`config.mk`:
```
export PLATFORM = sky130hd
export DESIGN_NAME = bcd_serial_accumulator
export DESIGN_NICKNAME = d
export VERILOG_FILES = /design/src/rtl/bcd_serial_accumulator.sv
export SDC_FILE = /design/constraint.sdc
export NUM_CORES = 1
export LEC_CHECK = 0
export ABC_AREA = 0
export BUFFER_PORTS_ARGS = -buffer_cell sky130_fd_sc_hd__buf_2
export CAP_MARGIN = 15
export CORE_MARGIN = 2
export CORE_UTILIZATION = 47
export CTS_CLUSTER_SIZE = 28
export DETAILED_ROUTE_END_ITERATION = 12
export PLACE_DENSITY = 0.78
export SETUP_SLACK_MARGIN = 0.5
export SYNTH_ARGS = -nofsm -noshare
export SYNTH_HDL_FRONTEND = slang
export SYNTH_SLANG_ARGS = --single-unit
```
`constraint.sdc`:
```
create_clock -name clk -period 1.3 [get_ports clk]
set_clock_uncertainty 0.05 [all_clocks]
set_input_delay 0.325 -clock clk [delete_from_list [all_inputs] [get_ports clk]]
set_output_delay 0.325 -clock clk [all_outputs]
set_load 0.02 [all_outputs]
```
`src/rtl/bcd_serial_accumulator.sv`:
```
// Digit-serial packed-BCD adder sequencer driving an external one-digit BCD adder cell, LSD first.
// Optional macro BCD_ACC_CHAIN_EN adds an accumulate input that reuses the last result as operand A.
module bcd_serial_accumulator #(
    parameter int unsigned DIGITS = 4
) (
    input  logic                  clk,
    input  logic                  rst,
    input  logic                  start,
    input  logic [4*DIGITS-1:0]   opA,
    input  logic [4*DIGITS-1:0]   opB,
    input  logic                  carryIn,
`ifdef BCD_ACC_CHAIN_EN
    input  logic                  accumulate,
`endif
    output logic                  busy,
    output logic                  done,
    output logic [4*DIGITS-1:0]   result,
    output logic                  carryOut,
    output logic                  sumVal,
    output logic [3:0]            adderA,
    output logic [3:0]            adderB,
    output logic                  adderCin,
    input  logic [3:0]            adderSum,
    input  logic                  adderCout,
    input  logic                  adderVal
);

    localparam int unsigned W  = 4 * DIGITS;
    localparam int unsigned CW = (DIGITS > 1) ? $clog2(DIGITS) : 1;

    typedef enum logic [1:0] {
        S_IDLE,
        S_RUN,
        S_DONE
    } state_t;

    state_t         r_state;
    state_t         w_next;
    logic [W-1:0]   r_opa;
    logic [W-1:0]   r_opb;
    logic [W-1:0]   r_res;
    logic [CW-1:0]  r_idx;
    logic           r_carry;
    logic           r_val;

    logic           w_last;
    logic [W-1:0]   w_res_shift;
    logic [W-1:0]   w_opa_init;
    logic           w_cin_init;

    assign w_last      = (r_idx == CW'(DIGITS - 1));
    assign w_res_shift = W'({adderSum, r_res} >> 4);

`ifdef BCD_ACC_CHAIN_EN
    assign w_opa_init = accumulate ? result : opA;
    assign w_cin_init = accumulate ? 1'b0 : carryIn;
`else
    assign w_opa_init = opA;
    assign w_cin_init = carryIn;
`endif

    // Operand registers shift in zeros and the carry is cleared on exit, so these idle at 0.
    assign adderA   = r_opa[3:0];
    assign adderB   = r_opb[3:0];
    assign adderCin = r_carry;

    always_ff @(posedge clk) begin
        if (rst) begin
            r_state <= S_IDLE;
        end else begin
            r_state <= w_next;
        end
    end

    always_comb begin
        w_next = r_state;
        case (r_state)
            S_IDLE:  if (start) w_next = S_RUN;
            S_RUN:   if (w_last) w_next = S_DONE;
            S_DONE:  w_next = S_IDLE;
            default: w_next = S_IDLE;
        endcase
    end

    always_ff @(posedge clk) begin
        if (rst) begin
            busy     <= 1'b0;
            done     <= 1'b0;
            result   <= '0;
            carryOut <= 1'b0;
            sumVal   <= 1'b1;
            r_opa    <= '0;
            r_opb    <= '0;
            r_res    <= '0;
            r_idx    <= '0;
            r_carry  <= 1'b0;
            r_val    <= 1'b1;
        end else begin
            busy <= (w_next == S_RUN);
            done <= (w_next == S_DONE);
            case (r_state)
                S_IDLE: begin
                    if (start) begin
                        r_opa   <= w_opa_init;
                        r_opb   <= opB;
                        r_carry <= w_cin_init;
                        r_val   <= 1'b1;
                        r_idx   <= '0;
                    end
                end
                S_RUN: begin
                    r_opa <= r_opa >> 4;
                    r_opb <= r_opb >> 4;
                    r_idx <= r_idx + CW'(1);
                    // Final digit goes straight to the outputs along with its carry and validity.
                    if (w_last) begin
                        result   <= w_res_shift;
                        carryOut <= adderCout;
                        sumVal   <= r_val & adderVal;
                        r_res    <= w_res_shift;
                        r_carry  <= 1'b0;
                        r_val    <= 1'b1;
                    end else begin
                        r_res   <= w_res_shift;
                        r_carry <= adderCout;
                        r_val   <= r_val & adderVal;
                    end
                end
                default: ;
            endcase
        end
    end

endmodule

```
==> flow_metrics.py, run 1 <==
metrics = {
    "status": {
        "outcome": "finished with violations",
        "violations": "setup timing",
    },
    "global_route": {
        "grt_max_degree": 33,
        "grt_usage": 0.2615,
        "grt_pass1_wl_um": 12970,
        "first_global_vias": 2787,
        "grt-ovfl-total": 0,
        "grt_antenna_before_repair": 0,
    },
    "setup_path": {
        "r2r_cells": 5,
        "reg2reg_slack_ns": -0.07,
        "crit_slowest_cell": "dfxtp_2",
        "cpLargestDelayFamily": "simple AND/OR/NAND/NOR gates",
        "crit_arrival_ns": 1.61,
        "path_buf_inv": 1,
        "worstSetupPathType": "register to register",
        "cp.depth": 5,
        "critPathMaxStageDelay_ns": 0.37,
        "endpoint_kind": "register",
        "cp_cell_sequence": "ha_4 -> and3b_2 -> buf_8 -> nand2_1 -> a21oi_2",
        "crit_fanout": 8,
        "cp_data_required_time_ns": 1.54,
        "start_kind": "register",
    },
    "sta": {
        "rsz0062_at_grt": "true",
        "max_freq_ghz": 0.7304,
        "final_hold_viol_count": 0,
        "setup_viol_count_final": 8,
        "finalMaxSlewViolations": 0,
        "tightest_slew_ns": 0.3754,
        "setup_ws_ns": -0.06916,
        "finalCritPeriodShare": 1.053,
        "relSlewSlack": 0.7497,
        "min_period_ns": 1.369,
    },
    "cts": {
        "cts_tree": "yes",
        "cts_buffers": 9,
        "clock_latency_ns": 0.36,
        "cts_hold_buf": 0,
        "cts.path.max_buffers": 2,
        "clock_sinks": 70,
        "clk_pin_slew_ns": 0.09,
        "cts-root-buf": "clkbuf_8",
        "h-tree-depth": 3,
    },
    "floorplan": {
        "core_area_um2": 5608,
        "die_w_um": 80.70,
        "fp.dieArea_um2": 6512,
        "fp.dieH_um": 80.70,
        "initial_core_util": 0.4931,
        "io_pins": 71,
        "rows": 27,
    },
    "synthesis": {
        "synthAdderAreaFrac": 0.004525,
        "synthCells": 335,
        "synth-main-ff-cell": "dfxtp_1",
        "synth.area.mux_share": 0.007240,
        "ys_seq_elements": 70,
        "synth-async-reset-ratio": 0,
        "avgSynthCellArea_um2": 8.254,
        "ys_warn_count": 0,
        "synth_compound_area_frac": 0.1688,
        "yosys.area_share.simple": 0.2235,
        "syn_nets": 378,
        "yosys.area.top_type": "dfxtp_1",
        "synth_enable_flop_cells": 0,
        "synthTopCellsByArea": "dfxtp_1, nand2_1, a311oi_1",
        "netlist_area_um2": 2765,
        "yosys.area_share.xor_xnor": 0,
        "synth.distinct_cells": 26,
        "seq_area_frac_synth": 0.5068,
        "synth_top_family_by_area": "simple AND/OR/NAND/NOR gates",
        "synth.most_common_cell": "nand2_1",
        "synth_top_area_share": 0.5068,
        "synth_common_cells": "nand2_1, dfxtp_1, nor2_1",
    },
    "route": {
        "finalWirelength_um": 10260,
        "vias": 3008,
        "wl_per_cell_um": 20.31,
        "vias_per_cell": 5.956,
        "firstDrtPassIters": 5,
        "drt-initial-drc-count": 284,
        "final_antenna_net_count": 0,
        "drc_errors": 0,
    },
    "finish": {
        "final_util": 0.7983,
        "nets": 471,
        "nFillCells": 317,
        "synthToLayoutAreaGrowth_pct": 61.90,
        "drive_gt1_frac": 0.6051,
        "num_antenna_cells": 0,
    },
    "power_and_ir_drop": {
        "p_per_area_nw_per_um2": 1145,
        "p_leak_nw": 1.885,
        "fin_total_pwr_mw": 5.127,
        "peakVddDrop_mv": 0.7876,
    },
    "placed_design": {
        "dp_hpwl_um": 4355,
        "routabilityCongestion": 0.7624,
        "port_buffers": 70,
    },
    "min_path": {
        "hold_depth": 3,
        "hp-class": "input port to register",
    },
    "job": {
        "cap_violations": 0,
    },
}
==> cell type report <==
cell class	instances	area, µm²	share of cell area
clock buffers	11	151.4	0.03382
clock inverters	5	81.33	0.01817
inverters	2	7.507	0.001677
multi-input cells	229	1633	0.3647
flip-flops and latches	70	1449	0.3236
well taps	72	90.09	0.02012
repair buffers	116	1065	0.2378
==> worst reg2reg max path, delay by kind of cell (launching register included) <==
| family | cells | cell delay (ns) |
|---|---|---|
| DFF | 1 | 0.37 |
| AOI/OAI and AO/OA | 1 | 0.15 |
| adders and majority gates | 1 | 0.16 |
| and+or+nand+nor | 2 | 0.39 |
| buffers and inverters | 1 | 0.19 |
==> repair_timing <==
item,4_1_cts,5_1_grt
gates cloned,5,2
pin swaps,43,29
buffers inserted,15,12
endpoints found under the setup margin,99,99
gates resized for setup,147,67
==> placed cells by master, fill, tap and decap left out, types with 2 or more instances in the layout <==
cell type  count
a311oi_1      17
inv_1          2
dfxtp_4        3
nand2_4       22
buf_12         7
nand2_1       70
nor3_4         2
nand2b_2       2
buf_4         26
a311oi_2       8
clkbuf_16      2
buf_8          2
dfxtp_2       29
a21oi_1        3
dfxtp_1       38
buf_2         41
buf_6         37
bufinv_16      2
nor2_1        34
nand2b_4       3
a22oi_2        8
nand2_2       16
a21oi_2       27
clkbuf_8      11
==> cell families (layout without fill, tap and decap cells) <==
kind of cell / Yosys count / after routing
compound gates: 68 / 68
flops: 70 / 70
fa+ha+maj: 1 / 1
mux: 2 / 2
buf+inv: 39 / 134
simple gates: 155 / 158
==> metal layers <==
| metal | vias to the layer above | global-route usage | wire length (µm) | part of all wire |
|---|---|---|---|---|
| li1 | 1309 | - | - | - |
| met1 | 1460 | 0.2993 | 3868 | 0.38 |
| met2 | 189 | 0.4575 | 5141 | 0.50 |
| met3 | 50 | 0.08090 | 738 | 0.072 |
| met4 | 0 | 0.09661 | 511 | 0.050 |
| met5 | - | 0 | 0 | 0 |
==> stage by stage <==
| stage | worst slack [ns] | setup TNS (ns) | instance area, µm² | hold slack (ns) | cells |
|---|---|---|---|---|---|
| after global routing | -0.07277 | -1.266 | 4477 | 0.1696 | 505 |
| after floorplan | 0.02393 | 0 | 2942 | 0.3819 | 335 |
| final | -0.06916 | -0.2398 | 4477 | 0.1693 | 505 |
| after CTS | 0.01338 | 0 | 4069 | 0.1686 | 491 |
| after detailed placement | -0.08833 | -0.2411 | 3208 | 0.3931 | 455 |
| after global placement | 0.03129 | 0 | 3208 | 0.3906 | 455 |
==> worst paths after layout <==
kind	start	end
hold / removal	opA[0]	r_opa[0]
setup reg to reg	r_idx[0]	result[1]
hold reg to reg	result[7]	result[7]
setup / recovery	r_idx[0]	result[1]
==> where the power goes <==
group          internal (mW)  switching (mW)
Combinational          0.329           0.384
Sequential              2.24          0.0835
Clock                   1.19           0.904
==> state kept, by name (all words and copies together) (netlist names) <==
signal / count
busy: 1
r_opb: 16
done: 1
r_state: 2
sumVal: 1
adderCin: 1
r_val: 1
r_res: 12
result: 16
r_idx: 2
carryOut: 1
r_opa: 16
Power figures use the tool's default switching activity.
==> run 2: changes to the inputs <==
Settings changed: CORE_UTILIZATION 47 to 50, PLACE_DENSITY 0.78 to 0.79.
Clock period 1.3 ns to 1.47 ns, I/O delays scaled along.
==> flow_metrics.py, run 2 (synthesized netlist as in run 1, its figures left out) <==
metrics = {
    "cts": {
        "clk_pin_slew_ns": 0.08,
        "cts-root-buf": "clkbuf_8",
        "cts_hold_buf": 0,
        "cts.path.max_buffers": 2,
        "h-tree-depth": 3,
        "cts_tree": "yes",
        "cts_buffers": 9,
        "clock_latency_ns": 0.35,
        "clock_sinks": 70,
    },
    "route": {
        "firstDrtPassIters": 4,
        "drc_errors": 0,
        "vias": 2785,
        "finalWirelength_um": 8569,
        "wl_per_cell_um": 17.31,
        "final_antenna_net_count": 0,
        "drt-initial-drc-count": 182,
        "vias_per_cell": 5.626,
    },
    "sta": {
        "min_period_ns": 1.352,
        "hold_ws_ns": 0.2047,
        "final_hold_viol_count": 0,
        "finalMaxSlewViolations": 0,
        "max_freq_ghz": 0.7397,
        "setup_viol_count_final": 0,
        "relSlewSlack": 0.7973,
        "tightest_slew_ns": 0.2956,
        "rsz0062_at_grt": "true",
        "fin_tns_setup_ns": 0,
        "finalCritPeriodShare": 0.9196,
    },
    "floorplan": {
        "die_w_um": 78.37,
        "fp.dieArea_um2": 6141,
        "fp.dieH_um": 78.37,
        "core_area_um2": 5439,
        "initial_core_util": 0.5084,
        "io_pins": 71,
        "rows": 27,
    },
    "finish": {
        "multi_input_area_um2": 1448,
        "mostFrequentLayoutCell": "nand2_1",
        "seqCellArea_um2": 1448,
        "instances_no_fill": 495,
        "nets": 461,
        "layout_common_cells": "nand2_1, buf_2, buf_6",
        "num_antenna_cells": 0,
        "drive_gt1_frac": 0.5248,
        "nFillCells": 345,
        "reg_top3": "r_opa x16, r_opb x16, result x16",
        "final_util": 0.7700,
        "synthToLayoutAreaGrowth_pct": 51.45,
    },
    "power_and_ir_drop": {
        "peakVddDrop_mv": 0.9778,
        "p_leak_nw": 1.678,
        "fin_total_pwr_mw": 4.395,
        "p_per_area_nw_per_um2": 1050,
    },
    "global_route": {
        "grt_antenna_before_repair": 0,
        "first_global_vias": 2617,
        "grt_pass1_wl_um": 12140,
        "grt-ovfl-total": 0,
        "grt_max_degree": 31,
        "grt_usage": 0.2551,
    },
    "setup_path": {
        "crit_arrival_ns": 1.55,
        "cp_data_required_time_ns": 1.66,
        "crit_fanout": 6,
        "endpoint_kind": "register",
        "worstSetupPathType": "register to register",
        "start_kind": "register",
        "reg2reg_slack_ns": 0.12,
    },
    "placed_design": {
        "routabilityCongestion": 0.7621,
        "port_buffers": 70,
        "dp_cells": 450,
        "dp_hpwl_um": 3990,
    },
    "min_path": {
        "hp-class": "input port to register",
    },
    "status": {
        "outcome": "completed",
    },
    "job": {
        "cap_violations": 0,
    },
}
## run 2: worst paths after layout
kind                     from    endpoint  depth (start not counted)
setup / recovery   r_state[1]      sumVal                          4
hold / removal    adderSum[1]  result[13]                          3
setup reg to reg   r_state[1]      sumVal                          4
hold reg to reg      r_res[7]   result[3]                          2
## run 2: timing repair
| item | 4_1_cts | 5_1_grt |
|---|---|---|
| endpoints found under the hold margin | 0 | 0 |
| endpoints found under the setup margin | 98 | 99 |
| gates cloned | 5 | 4 |
| resized for setup | 115 | 61 |
| setup buffers | 11 | 9 |
| pin swaps | 10 | 27 |
## run 2: final cells by class
class | instances | share of cell area
tap | 72 | 0.02151
multi-input combinational | 228 | 0.3457
sequential | 70 | 0.3457
timing repair buffer | 107 | 0.2324
clock buffer | 9 | 0.02958
clock inverter | 7 | 0.02330
inverter | 2 | 0.001793
## run 2: where the power goes
part           internal [mW]  total, mW  switching, mW
registers               1.98       2.05         0.0647
clock network          0.960       1.75          0.790
logic                  0.281      0.597          0.316
## run 2: through the flow
stage | instance area [µm²] | setup slack (ns)
after floorplan | 2882 | 0.1825
final | 4188 | 0.1182
after CTS | 3866 | 0.1710
after global placement | 3128 | 0.1626
after global routing | 4188 | 0.07678
after detailed placement | 3128 | 0.05809
## run 2: worst max-delay path, stage by stage, from the launching register on
cell	delay [ns]
dfxtp_4	0.39
buf_4	0.15
and3b_2	0.26
and3_4	0.18
a211o_1	0.22
## run 2: per-layer routing
layer  wire [µm]  global-route usage
met1        3397              0.2971
met2        4275              0.4388
met3         596             0.06667
met4         300              0.1175
met5           0                   0
==> run 3: changes to the inputs <==
Settings changed: CORE_UTILIZATION 50 to 44, HOLD_SLACK_MARGIN set to 0.06, PLACE_DENSITY 0.79 to 0.71.
Clock period 1.47 ns to 1.31 ns, I/O delays scaled along.
==> flow_metrics.py, run 3 (synthesized netlist as in run 1, its figures left out) <==
metrics = {
    "route": {
        "vias": 2772,
        "firstDrtPassIters": 4,
        "drt-initial-drc-count": 160,
        "vias_per_cell": 5.467,
        "wl_per_cell_um": 17.46,
        "drc_errors": 0,
        "finalWirelength_um": 8853,
        "final_antenna_net_count": 0,
    },
    "finish": {
        "nets": 470,
        "drive_gt1_frac": 0.5718,
        "mostFrequentLayoutCell": "nand2_1",
        "synthToLayoutAreaGrowth_pct": 59.59,
        "reg_top3": "r_opa x16, r_opb x16, result x16",
        "instances_no_fill": 507,
        "num_antenna_cells": 0,
        "fin_area_um2": 4413,
        "final_util": 0.7366,
        "layout_common_cells": "nand2_1, buf_2, buf_6",
    },
    "floorplan": {
        "fp.dieH_um": 83.28,
        "initial_core_util": 0.4616,
        "io_pins": 71,
        "die_w_um": 83.28,
        "core_area_um2": 5991,
        "rows": 28,
        "fp.dieArea_um2": 6935,
    },
    "placed_design": {
        "routabilityCongestion": 0.7201,
        "dpl_cell_area_um2": 3167,
        "port_buffers": 70,
        "dp_hpwl_um": 4124,
        "dp_cells": 455,
        "post-place-ws_ns": -0.04869,
    },
    "global_route": {
        "grt-ovfl-total": 0,
        "grt_pass1_wl_um": 12060,
        "grt_usage": 0.2161,
        "first_global_vias": 2527,
        "grt_use_met2": 0.3350,
        "grt-busiest-layer": "met2",
        "grt_antenna_before_repair": 0,
        "met1_usage": 0.2859,
        "grt_use_met3": 0.05567,
        "grt_max_degree": 35,
    },
    "setup_path": {
        "r2r_start": "r_idx[1]",
        "worstReg2RegEnd": "result[4]",
        "crit_arrival_ns": 1.59,
        "reg2reg_slack_ns": -0.05,
        "crit_end": "result[4]",
        "start_kind": "register",
        "endpoint_kind": "register",
        "startpoint": "r_idx[1]",
        "cp_data_required_time_ns": 1.55,
        "crit_fanout": 8,
        "r2r_cells": 5,
        "worstSetupPathType": "register to register",
    },
    "cts": {
        "cts-root-buf": "clkbuf_8",
        "cts_buffers": 9,
        "h-tree-depth": 3,
        "clk_pin_slew_ns": 0.09,
        "cts_tree": "yes",
        "clock_sinks": 70,
        "cts.path.max_buffers": 2,
        "clock_latency_ns": 0.37,
    },
    "sta": {
        "max_freq_ghz": 0.7375,
        "tightest_slew_ns": 0.2921,
        "setup_viol_count_final": 7,
        "setup_ws_ns": -0.04602,
        "rsz0062_at_grt": "true",
        "finalCritPeriodShare": 1.035,
        "fin_tns_setup_ns": -0.1096,
        "relSlewSlack": 0.8051,
        "final_hold_viol_count": 0,
        "min_period_ns": 1.356,
        "finalMaxSlewViolations": 0,
        "hold_ws_ns": 0.1539,
    },
    "power_and_ir_drop": {
        "fin_total_pwr_mw": 4.930,
        "peakVddDrop_mv": 0.8400,
        "p_switching_mw": 1.323,
        "p_sw_frac": 0.2684,
        "p_per_area_nw_per_um2": 1117,
        "power.share.clock": 0.402,
        "seq_power_share": 0.463,
        "power_frac_comb": 0.135,
        "p_int_mw": 3.607,
        "p_leak_nw": 1.770,
    },
    "status": {
        "outcome": "finished with violations",
        "violations": "setup timing",
    },
    "job": {
        "cap_violations": 0,
    },
    "min_path": {
        "hp-class": "input port to register",
    },
}
run 3: layout make-up:
class	instances	area, µm²
sequential	70	1461
clock buffer	9	123.9
inverter	2	7.507
multi-input combinational	226	1514
fill	408	1578
tap	75	93.84
timing repair buffer	118	1114
clock inverter	7	98.84
run 3: worst min path at each step:
stage / startpoint / to / slack (ns) / depth (start not counted)
floorplan: r_res[4] / result[0] / 0.38 / 2
global placement: result[12] / result[12] / 0.39 / 2
detailed placement: result[7] / result[7] / 0.39 / 2
CTS: opB[14] / r_opb[14] / 0.15 / 3
global route: adderSum[1] / result[13] / 0.17 / 3
finish: adderSum[1] / result[13] / 0.15 / 3
run 3: repair_timing:
action	CTS	global route
gates resized for setup	128	75
gates cloned	4	3
pin swaps	17	29
hold buffers	0	0
setup endpoints to repair	99	99
buffers inserted	13	16
run 3: critical path: stages (launching register included):
cell and delay (ns):
dfxtp_2 0.37, ha_4 0.16, and3b_2 0.27, buf_6 0.18, nand2_2 0.07, a21oi_2 0.19
run 3: power by group through the flow:
| stage | registers [mW] | logic [mW] | clock network [mW] |
|---|---|---|---|
| global route | 2.29 | 0.708 | 2.09 |
| finish | 2.28 | 0.665 | 1.98 |
| global placement | 2.32 | 0.451 | 0 |
| CTS | 2.29 | 0.592 | 1.96 |
| detailed placement | 2.33 | 0.461 | 0 |
| floorplan | 2.32 | 0.361 | 0 |
run 3: routing by layer:
layer,share of wire,up-vias
met5,0,-
met4,0.032,0
met3,0.063,24
met2,0.50,119
met1,0.41,1323
li1,-,1306
